$ cat src/rtl/multiword_add_pkg.sv
// Shared types and sizing helpers for the sequential multi-word adder.
// Contents: state_t (IDLE/RUN/DONE), WORD_W (slice width), idx_w() word-index width.
package multiword_add_pkg;

    localparam int unsigned WORD_W = 16;

    typedef enum logic [1:0] {
        ST_IDLE = 2'd0,
        ST_RUN  = 2'd1,
        ST_DONE = 2'd2
    } state_t;

    // Word-index width: clog2(nwords), never below one bit.
    function automatic int unsigned idx_w(input int unsigned nwords);
        return (nwords > 1) ? $clog2(nwords) : 1;
    endfunction

endpackage

$ cat src/rtl/add16_cla.sv
// 16-bit two-level carry-lookahead adder slice (four 4-bit groups).
// Ports: a, b     - 16-bit addends
//        cin      - carry in
//        sum      - 16-bit result
//        cout     - carry out
module add16_cla
    import multiword_add_pkg::*;
(
    input  logic [WORD_W-1:0] a,
    input  logic [WORD_W-1:0] b,
    input  logic              cin,
    output logic [WORD_W-1:0] sum,
    output logic              cout
);

    logic [WORD_W-1:0] g;
    logic [WORD_W-1:0] p;
    logic [WORD_W-1:0] c;
    logic [3:0]        gg;
    logic [3:0]        pg;
    logic [3:0]        gc;

    assign g = a & b;
    assign p = a ^ b;

    // Group-level lookahead: carries into each 4-bit group straight from cin.
    assign gc[0] = cin;
    assign gc[1] = gg[0] | (pg[0] & cin);
    assign gc[2] = gg[1] | (pg[1] & gg[0]) | (pg[1] & pg[0] & cin);
    assign gc[3] = gg[2] | (pg[2] & gg[1]) | (pg[2] & pg[1] & gg[0])
                 | (pg[2] & pg[1] & pg[0] & cin);
    assign cout  = gg[3] | (pg[3] & gg[2]) | (pg[3] & pg[2] & gg[1])
                 | (pg[3] & pg[2] & pg[1] & gg[0]) | (&pg & cin);

    // Bit-level lookahead inside each group from the group carry.
    for (genvar k = 0; k < 4; k++) begin : g_grp
        localparam int unsigned B0 = 4 * k;
        assign pg[k] = &p[B0 +: 4];
        assign gg[k] = g[B0+3] | (p[B0+3] & g[B0+2]) | (p[B0+3] & p[B0+2] & g[B0+1])
                     | (p[B0+3] & p[B0+2] & p[B0+1] & g[B0]);
        assign c[B0]   = gc[k];
        assign c[B0+1] = g[B0] | (p[B0] & gc[k]);
        assign c[B0+2] = g[B0+1] | (p[B0+1] & g[B0]) | (p[B0+1] & p[B0] & gc[k]);
        assign c[B0+3] = g[B0+2] | (p[B0+2] & g[B0+1]) | (p[B0+2] & p[B0+1] & g[B0])
                       | (p[B0+2] & p[B0+1] & p[B0] & gc[k]);
    end

    assign sum = p ^ c;

endmodule

$ cat src/rtl/multiword_adder_seq.sv
// Sequential multi-precision adder: adds two 16*NWORDS-bit operands one
// 16-bit word per cycle through a single reused add16_cla slice, LS word first.
// Optional macro MWADD_SUBTRACT_EN adds the `sub` port (A - B via ~B and carry-in 1).
// Ports: clk, rst_n (async active-low)
//        in_valid/in_ready, a, b, cin, [sub]  - operand handshake (in_ready high in IDLE)
//        out_valid/out_ready, sum, cout, ovf  - result handshake (held while in DONE)
//        busy                                 - high in RUN or DONE
module multiword_adder_seq
    import multiword_add_pkg::*;
#(
    parameter int unsigned NWORDS = 4
)
(
    input  logic                     clk,
    input  logic                     rst_n,
    input  logic                     in_valid,
    output logic                     in_ready,
    input  logic [WORD_W*NWORDS-1:0] a,
    input  logic [WORD_W*NWORDS-1:0] b,
    input  logic                     cin,
`ifdef MWADD_SUBTRACT_EN
    input  logic                     sub,
`endif
    output logic                     out_valid,
    input  logic                     out_ready,
    output logic [WORD_W*NWORDS-1:0] sum,
    output logic                     cout,
    output logic                     ovf,
    output logic                     busy
);

    localparam int unsigned W     = WORD_W * NWORDS;
    localparam int unsigned IDX_W = idx_w(NWORDS);
    localparam logic [IDX_W-1:0] LAST_IDX = IDX_W'(NWORDS - 1);

    state_t                         state_q;
    state_t                         state_d;
    logic [NWORDS-1:0][WORD_W-1:0]  a_q;
    logic [NWORDS-1:0][WORD_W-1:0]  b_q;
    logic [NWORDS-1:0][WORD_W-1:0]  sum_q;
    logic                           carry_q;
    logic [IDX_W-1:0]               idx_q;
    logic [W-1:0]                   b_eff_c;
    logic                           cin_eff_c;
    logic [WORD_W-1:0]              slice_sum_c;
    logic                           slice_cout_c;
    logic                           load_c;
    logic                           step_c;
    logic                           last_c;

    // Operand actually added and carry into word 0.
`ifdef MWADD_SUBTRACT_EN
    assign b_eff_c   = sub ? ~b : b;
    assign cin_eff_c = sub | cin;
`else
    assign b_eff_c   = b;
    assign cin_eff_c = cin;
`endif

    // Single slice, fed by the word selected with idx_q.
    add16_cla u_slice (
        .a    (a_q[idx_q]),
        .b    (b_q[idx_q]),
        .cin  (carry_q),
        .sum  (slice_sum_c),
        .cout (slice_cout_c)
    );

    // Next-state and datapath control.
    always_comb begin
        state_d = state_q;
        load_c  = 1'b0;
        step_c  = 1'b0;
        last_c  = 1'b0;
        case (state_q)
            ST_IDLE: begin
                if (in_valid) begin
                    load_c  = 1'b1;
                    state_d = ST_RUN;
                end
            end
            ST_RUN: begin
                step_c = 1'b1;
                if (idx_q == LAST_IDX) begin
                    last_c  = 1'b1;
                    state_d = ST_DONE;
                end
            end
            ST_DONE: begin
                if (out_ready) begin
                    state_d = ST_IDLE;
                end
            end
            default: state_d = ST_IDLE;
        endcase
    end

    // State register with handshake/status flags registered from the next state.
    always_ff @(posedge clk or negedge rst_n) begin
        if (!rst_n) begin
            state_q   <= ST_IDLE;
            in_ready  <= 1'b1;
            out_valid <= 1'b0;
            busy      <= 1'b0;
        end else begin
            state_q   <= state_d;
            in_ready  <= (state_d == ST_IDLE);
            out_valid <= (state_d == ST_DONE);
            busy      <= (state_d != ST_IDLE);
        end
    end

    // Operand capture and word-serial accumulation.
    always_ff @(posedge clk or negedge rst_n) begin
        if (!rst_n) begin
            a_q     <= '0;
            b_q     <= '0;
            sum_q   <= '0;
            carry_q <= 1'b0;
            idx_q   <= '0;
            cout    <= 1'b0;
            ovf     <= 1'b0;
        end else if (load_c) begin
            a_q     <= a;
            b_q     <= b_eff_c;
            carry_q <= cin_eff_c;
            idx_q   <= '0;
        end else if (step_c) begin
            sum_q[idx_q] <= slice_sum_c;
            carry_q      <= slice_cout_c;
            if (last_c) begin
                cout <= slice_cout_c;
                // Like-signed operands whose result sign differs.
                ovf  <= (a_q[NWORDS-1][WORD_W-1] == b_q[NWORDS-1][WORD_W-1])
                     && (slice_sum_c[WORD_W-1] != a_q[NWORDS-1][WORD_W-1]);
            end else begin
                idx_q <= idx_q + IDX_W'(1);
            end
        end
    end

    assign sum = sum_q;

endmodule
$ cat config.mk
export PLATFORM = sky130hd
export DESIGN_NAME = multiword_adder_seq
export DESIGN_NICKNAME = d
export VERILOG_FILES = /design/src/rtl/multiword_add_pkg.sv /design/src/rtl/add16_cla.sv /design/src/rtl/multiword_adder_seq.sv
export SDC_FILE = /design/constraint.sdc
export NUM_CORES = 1
export LEC_CHECK = 0
export BUFFER_PORTS_ARGS = -buffer_cell sky130_fd_sc_hd__buf_2
export CAP_MARGIN = 20
export CORE_MARGIN = 1
export CORE_UTILIZATION = 45
export CTS_CLUSTER_SIZE = 40
export DETAILED_ROUTE_END_ITERATION = 10
export GPL_TIMING_DRIVEN = 1
export PLACE_DENSITY = 0.68
export SLEW_MARGIN = 0
export SYNTH_ARGS = -nofsm -noshare
export SYNTH_HDL_FRONTEND = slang
export SYNTH_SLANG_ARGS = --single-unit
$ cat constraint.sdc
create_clock -name clk -period 3.9 [get_ports clk]
set_input_delay 0.78 -clock clk [delete_from_list [all_inputs] [get_ports clk]]
set_output_delay 0.78 -clock clk [all_outputs]
set_load 0.02 [all_outputs]
Word level (Yosys, flattened, before mapping)
Index checks and enable logic that the tools add are counted.
{"block": "totals", "ff_bits": 202, "input_bits": 133, "out_inout_bits": 69, "wordCells": 186}
{"block": "op_classes", "n_addsub": 1, "magnitude_cmp": 2, "eq_ne": 7, "n_mux": 21, "bitwise": 121, "n_reduce_logical": 14}
{"op": "$and 1x1->1", "count": 71}
{"op": "$bmux 16 s2", "count": 2}
{"op": "$bwmux 64", "count": 1}
{"op": "$mux 16", "count": 3}
{"op": "$or 1x1->1", "count": 46}
{"op": "$demux 16 s2", "count": 1}
{"op": "$xor 16x16->16", "count": 2}
{"op": "$and 16x16->16", "count": 1}
{"op": "$reduce_and 16->1", "count": 1}
{"op": "$reduce_and 4->1", "count": 4}
{"op": "$mux 2", "count": 6}
{"op": "$mux 1", "count": 7}
{"op": "$eq 2x2->1 const B", "count": 3}
{"op": "$pmux 2 s3", "count": 1}
{"op": "$logic_not 2->1", "count": 2}
{"op": "$reduce_and 2->1", "count": 2}
{"op": "$reduce_bool 2->1", "count": 2}
{"op": "$lt 2x3->1 const B", "count": 1}
{"op": "$reduce_and 3->1", "count": 1}
{"op": "$add 2x1->2 const B", "count": 1}
{"op": "$eq 2x1->1 const B", "count": 1}
{"op": "$ge 2x1->1 const B", "count": 1}
{"op": "$logic_and 1x1->1", "count": 2}
{"op": "$ne 2x2->1 const B", "count": 1}
{"op": "other kinds (3)", "count": 3}

Longest topological paths before layout
{"block": "depth", "depth_word": 16, "ltp_mapped": 12, "ltp_nobuf": 10}

By module
A second synthesis with hierarchy kept.
{"block": "hier_totals", "cells_unflattened": 571, "hier_area_um2": 9197.6}
{"module": "multiword_adder_seq", "n_inst": 1, "cells_per_inst": 490, "area_per_inst_um2": 8509.4, "seq_area_each_um2": 5056.1}
{"module": "add16_cla", "n_inst": 1, "cells_per_inst": 81, "area_per_inst_um2": 688.2, "seq_area_each_um2": 0.0}

Least setup slack after synthesis
Ideal clock, no wire load.
{"block": "synth_path", "path_kind": "reg2reg", "start": "reg idx_q[0]", "end": "reg sum_q (netlist bit sum[12])", "setup_ns": 0.125, "arrival_ns": 3.467, "t_required_ns": 3.775, "slack_ns": 0.308, "stages_incl_launch_ff": 12, "n_path_buf": 2, "synth_period_minus_slack_ns": 3.592, "path_cell_list": "dfrtp_1 > clkbuf_1 > buf_2 > mux4_2 > ha_1 > o21ai_0 > o21ai_1 > a21oi_1 > o21ai_0 > a21o_1 > fa_1 > mux2_2"}
{"block": "synth_between", "elab_chain_cells": 13, "word_cells_on_any_way": 48, "cone_classes": "order compare: 2; mux: 7; bitwise: 35; reduce/logical: 4"}
{"element": "start: declaration", "line_no": "multiword_adder_seq.sv:42", "text": "logic [IDX_W-1:0] idx_q;"}
{"element": "start signal: assignment", "line_no": "multiword_adder_seq.sv:137", "text": "idx_q <= idx_q + IDX_W'(1);"}
{"element": "$bmux 16 s2 (on tied branches)", "line_no": "multiword_adder_seq.sv:62, multiword_adder_seq.sv:63"}
{"element": "$mux 16 (on tied branches)", "line_no": "multiword_adder_seq.sv:62, multiword_adder_seq.sv:63"}
{"element": "$xor 16x16->16 or $and 16x16->16 (tied branches)", "line_no": "add16_cla.sv:24, add16_cla.sv:23"}
{"element": "$and 1x1->1 (on tied branches)", "line_no": "add16_cla.sv:39, add16_cla.sv:40"}
{"element": "$or 1x1->1, or another cell as far along", "line_no": "add16_cla.sv:39", "text": "assign gg[k] = g[B0+3] | (p[B0+3] & g[B0+2]) | (p[B0+3] & p[B0+2] & g[B0+1])"}
{"element": "$or 1x1->1 or $and 1x1->1 (tied branches)", "line_no": "add16_cla.sv:39, add16_cla.sv:40"}
{"element": "$or 1x1->1", "line_no": "add16_cla.sv:40", "text": "| (p[B0+3] & p[B0+2] & p[B0+1] & g[B0]);"}
{"element": "$and 1x1->1", "line_no": "add16_cla.sv:30", "text": "assign gc[3] = gg[2] | (pg[2] & gg[1]) | (pg[2] & pg[1] & gg[0])"}
{"element": "$or 1x1->1 (2 in series)", "line_no": "add16_cla.sv:30"}
{"element": "$or 1x1->1", "line_no": "add16_cla.sv:31", "text": "| (pg[2] & pg[1] & pg[0] & cin);"}
{"element": "$xor 16x16->16 (*)", "line_no": "add16_cla.sv:48", "text": "assign sum = p ^ c;"}
{"element": "net slice_sum_c[12]", "line_no": "multiword_adder_seq.sv:45", "text": "logic [WORD_W-1:0] slice_sum_c;"}
{"element": "$bwmux 64 (*)", "line_no": "multiword_adder_seq.sv:129", "text": "sum_q[idx_q] <= slice_sum_c;"}
{"element": "end signal: indexed assignment", "line_no": "multiword_adder_seq.sv:129"}
{"element": "end: declaration", "line_no": "multiword_adder_seq.sv:40", "text": "logic [NWORDS-1:0][WORD_W-1:0] sum_q;"}
Mark *: on every way through the listed nets, which the timed path passes. The rest lies on a longest branch. The select of a mux whose other input is x is not followed.
A chain may end at the register's enable or synchronous reset.

Final worst setup path
{"block": "layout_path", "start": "reg idx_q[0]", "end": "reg sum_q (netlist bit sum[29])"}
{"block": "layout_between", "elab_chain_cells": 15, "word_cells_on_any_way": 50, "cone_classes": "order compare: 2; mux: 7; bitwise: 37; reduce/logical: 4"}
{"element": "$bmux 16 s2 (on tied branches)", "line_no": "multiword_adder_seq.sv:62, multiword_adder_seq.sv:63"}
{"element": "$mux 16 (on tied branches)", "line_no": "multiword_adder_seq.sv:62, multiword_adder_seq.sv:63"}
{"element": "$xor 16x16->16 or $and 16x16->16 (tied branches)", "line_no": "add16_cla.sv:24, add16_cla.sv:23"}
{"element": "$and 1x1->1 (on tied branches)", "line_no": "add16_cla.sv:39, add16_cla.sv:40"}
{"element": "$or 1x1->1, or another cell as far along", "line_no": "add16_cla.sv:39"}
{"element": "$or 1x1->1 or $and 1x1->1 (tied branches)", "line_no": "add16_cla.sv:39, add16_cla.sv:40"}
{"element": "$or 1x1->1", "line_no": "add16_cla.sv:40"}
{"element": "$and 1x1->1", "line_no": "add16_cla.sv:30"}
{"element": "$or 1x1->1 (2 in series)", "line_no": "add16_cla.sv:30"}
{"element": "$or 1x1->1", "line_no": "add16_cla.sv:31"}
{"element": "$and 1x1->1", "line_no": "add16_cla.sv:42", "text": "assign c[B0+1] = g[B0] | (p[B0] & gc[k]);"}
{"element": "$or 1x1->1", "line_no": "add16_cla.sv:42"}
{"element": "$xor 16x16->16", "line_no": "add16_cla.sv:48"}
{"element": "$bwmux 64 (*)", "line_no": "multiword_adder_seq.sv:129"}
Mark *: on every way between the ends. The rest lies on a longest branch, timed or not. The select of a mux whose other input is x is not followed.

==> flow_summary.yaml <==
drt:
  drt_iter0_markers: 150
  viasPerCell: 5.119
  drt-total-wl_mm: 19.63
  wl_per_cell_um: 17.64
  vias: 5698
  firstDrtPassIters: 4
  route.antenna.remaining_nets: 0
  drc: 0
global_route:
  grt_util_all_layers_pct: 20.37
  overflow: 0
  grt_max_degree: 104
  grt_pass1_wl_mm: 31.81
  grt_pass1_vias: 5784
  antenna_found_initial: 4
synth:
  yosys_warnings: 0
  ys_seq_area_share_pct: 57.03
  syn-cell-area_mm2: 0.008866
  syn_nets: 790
  syn_inst: 633
  postSynthAreaPerCell_um2: 14.01
  yosysUniqueCellTypes: 39
  ys_ff_latch: 202
place:
  dp_hpwl_mm: 14.46
  routabilityCongestion: 0.7499
  placed_cell_area_mm2: 0.01023
  place_ws_ns: 0.04147
  io_buffers: 201
worst_setup_path:
  path_class: "flop to flop"
  crit_path_end_kind: "flop"
  crit_arrival_ns: 3.89
  worstPathRequired_ns: 4.24
  ff2ff_setup_slack_ns: 0.35
  timing.rr.end: "sum[29]$_DFFE_PN0P_"
  worst-r2r-cell-count: 10
  start_kind: "flop"
  r2r-start: "idx_q[0]$_DFFE_PN0P_"
  crit_fanout: 16
clocking:
  htree_levels: 1
  cts_sinks: 202
  cts_tree: "done"
  holdBufCountCts: 0
  clk_pin_slew_ns: 0.06
  clk_latency_ns: 0.50
  post_cts_resized: 0
  cts_buffers: 22
  postCtsSetupBuffers: 0
  cts_buffer_depth: 3
  ctsRootBufferMaster: "clkbuf_16"
floorplanning:
  start_util_pct: 46.62
  rows: 50
  io_pins: 202
  die_h_um: 142.4
  core_mm2: 0.01902
  die_area_mm2: 0.02027
  fp.dieW_um: 142.4
outcome:
  status: "complete, no violations"
cells_and_area:
  area_growth_pct: 23.03
  drive_gt1_share_pct: 50.76
  nets: 996
  design_area_mm2: 0.01091
sta:
  worst_pin_slew_ns: 0.8300
  setup_ws_ns: 0.3500
  fin_crit_sh_pct: 91.03
  finalSetupTns_ns: 0
  holdWs_ns: 0.3847
  setup_violations: 0
  finalCriticalPeriod_ns: 3.550
  max_freq_ghz: 0.2817
  skew_ns: 0.008020
  slew_headroom_pct: 44.67
  slew_violations: 0
  rsz0062_at_grt: "false"
  hold_viol_final: 0
run:
  max_cap_viol_count: 0
worst_hold_path:
  hp-class: "input port to asynchronous set/reset pin"
## logic make-up after synthesis
logic type | synth area share [%]
mux | 26.32
compound gates | 5.575
fa+ha+maj | 3.726
xor+xnor | 1.087
simple gates | 4.192
buf+inv | 2.075
flops | 57.03
## worst max-delay path, cell delays in order, from the launching register on
cell	delay (ns)
dfrtp_4	0.59
mux4_2	0.57
ha_1	0.35
o21ai_0	0.30
o21ai_1	0.17
a21oi_1	0.24
o21ai_0	0.19
a21o_1	0.23
fa_1	0.41
xnor2_2	0.26
o21ai_0	0.11
## metrics by stage
step                      instances  util (%)
after floorplan                 633         -
after global placement         1075     53.78
after detailed placement       1075     53.78
after CTS                      1111     57.25
after global routing           1111     57.33
final                          1113     57.36
## cell type report
| class | count | area (µm²) |
|---|---|---|
| Fill cell | 1616 | 8110 |
| Sequential cell | 202 | 5061 |
| Multi-Input combinational cell | 387 | 3641 |
| Timing Repair Buffer | 216 | 1177 |
| Clock buffer | 31 | 635.6 |
| Tap cell | 260 | 325.3 |
| Inverter | 10 | 37.54 |
| Clock inverter | 5 | 25.02 |
| Antenna cell | 2 | 5.005 |
## cells in the mapped netlist (all sizes together)
| library cell | count | share of area (%) |
|---|---|---|
| mux4 | 32 | 8.1 |
| xnor2 | 7 | 0.69 |
| a21oi | 9 | 0.51 |
| nor2b | 2 | 0.14 |
| clkbuf | 17 | 0.72 |
| or3b | 1 | 0.099 |
| or4 | 1 | 0.085 |
| o21bai | 1 | 0.085 |
| o21a | 1 | 0.085 |
| a21o | 5 | 0.42 |
| fa | 4 | 0.90 |
| o211ai | 1 | 0.085 |
| dfstp | 1 | 0.30 |
| a22o | 3 | 0.30 |
| inv | 10 | 0.42 |
| nor2 | 9 | 0.41 |
| nor3 | 2 | 0.11 |
| a211oi | 2 | 0.23 |
| xor2 | 4 | 0.40 |
| a31oi | 1 | 0.071 |
| buf | 17 | 0.93 |
| nand2b | 1 | 0.071 |
| and2 | 2 | 0.14 |
| a311oi | 1 | 0.099 |
| ha | 20 | 2.8 |
| a32oi | 1 | 0.099 |
| nand3 | 5 | 0.34 |
| mux2i | 1 | 0.11 |
| mux2 | 142 | 18 |
| o21ai | 63 | 3.6 |
| dfrtp | 201 | 57 |
| nand2 | 66 | 2.8 |
## flip-flops by register name (all words and copies together) (netlist names)
signal / cells
a_q: 64
b_q: 64
sum: 64
idx_q: 2
state_q: 2
busy: 1
carry_q: 1
cout: 1
in_ready: 1
out_valid: 1
ovf: 1
## layer usage
| layer | routed length [µm] | global-route usage, % | up-vias |
|---|---|---|---|
| met3 | 1315 | 5.182 | 26 |
| met2 | 8487 | 29.75 | 172 |
| met1 | 9494 | 30.80 | 2815 |
| met5 | 37 | 0 | - |
| met4 | 299 | 3.792 | 6 |
| li1 | - | - | 2679 |
## layout by cell type, fill, tap and decap left out, drive strengths merged
cell / synthesis / final
mux2i: 1 / 1
diode: 0 / 2
nor2b: 2 / 2
inv: 10 / 10
nor2: 9 / 9
xor2: 4 / 4
dfstp: 1 / 1
a21oi: 9 / 9
dfrtp: 201 / 201
o211ai: 1 / 1
mux4: 32 / 32
a32oi: 1 / 1
fa: 4 / 4
or4: 1 / 1
a311oi: 1 / 1
o21ai: 63 / 63
a21o: 5 / 5
nor3: 2 / 2
a211oi: 2 / 2
mux2: 142 / 142
o21a: 1 / 1
clkinv: 0 / 5
a22o: 3 / 3
nand3: 5 / 5
clkbuf: 17 / 32
ha: 20 / 20
and2: 2 / 2
buf: 17 / 215
or3b: 1 / 1
nand2b: 1 / 1
o21bai: 1 / 1
a31oi: 1 / 1
nand2: 66 / 66
xnor2: 7 / 7
## worst max-delay path by stage
| stage | endpoint | from | cells past startpoint | slack [ns] |
|---|---|---|---|---|
| CTS | sum[61]$_DFFE_PN0P_ | idx_q[0]$_DFFE_PN0P_ | 10 | 0.02 |
| global route | sum[13]$_DFFE_PN0P_ | idx_q[0]$_DFFE_PN0P_ | 10 | 0.01 |
| finish | sum[29]$_DFFE_PN0P_ | idx_q[0]$_DFFE_PN0P_ | 10 | 0.35 |
| detailed placement | sum[61]$_DFFE_PN0P_ | idx_q[0]$_DFFE_PN0P_ | 10 | 0.04 |
| floorplan | sum[12]$_DFFE_PN0P_ | idx_q[0]$_DFFE_PN0P_ | 11 | 0.31 |
| global placement | sum[13]$_DFFE_PN0P_ | idx_q[0]$_DFFE_PN0P_ | 10 | 0.19 |
Power is left out: the tool's default activity adds up to more than one toggle a clock period on the data nets, which glitch-free logic cannot reach.
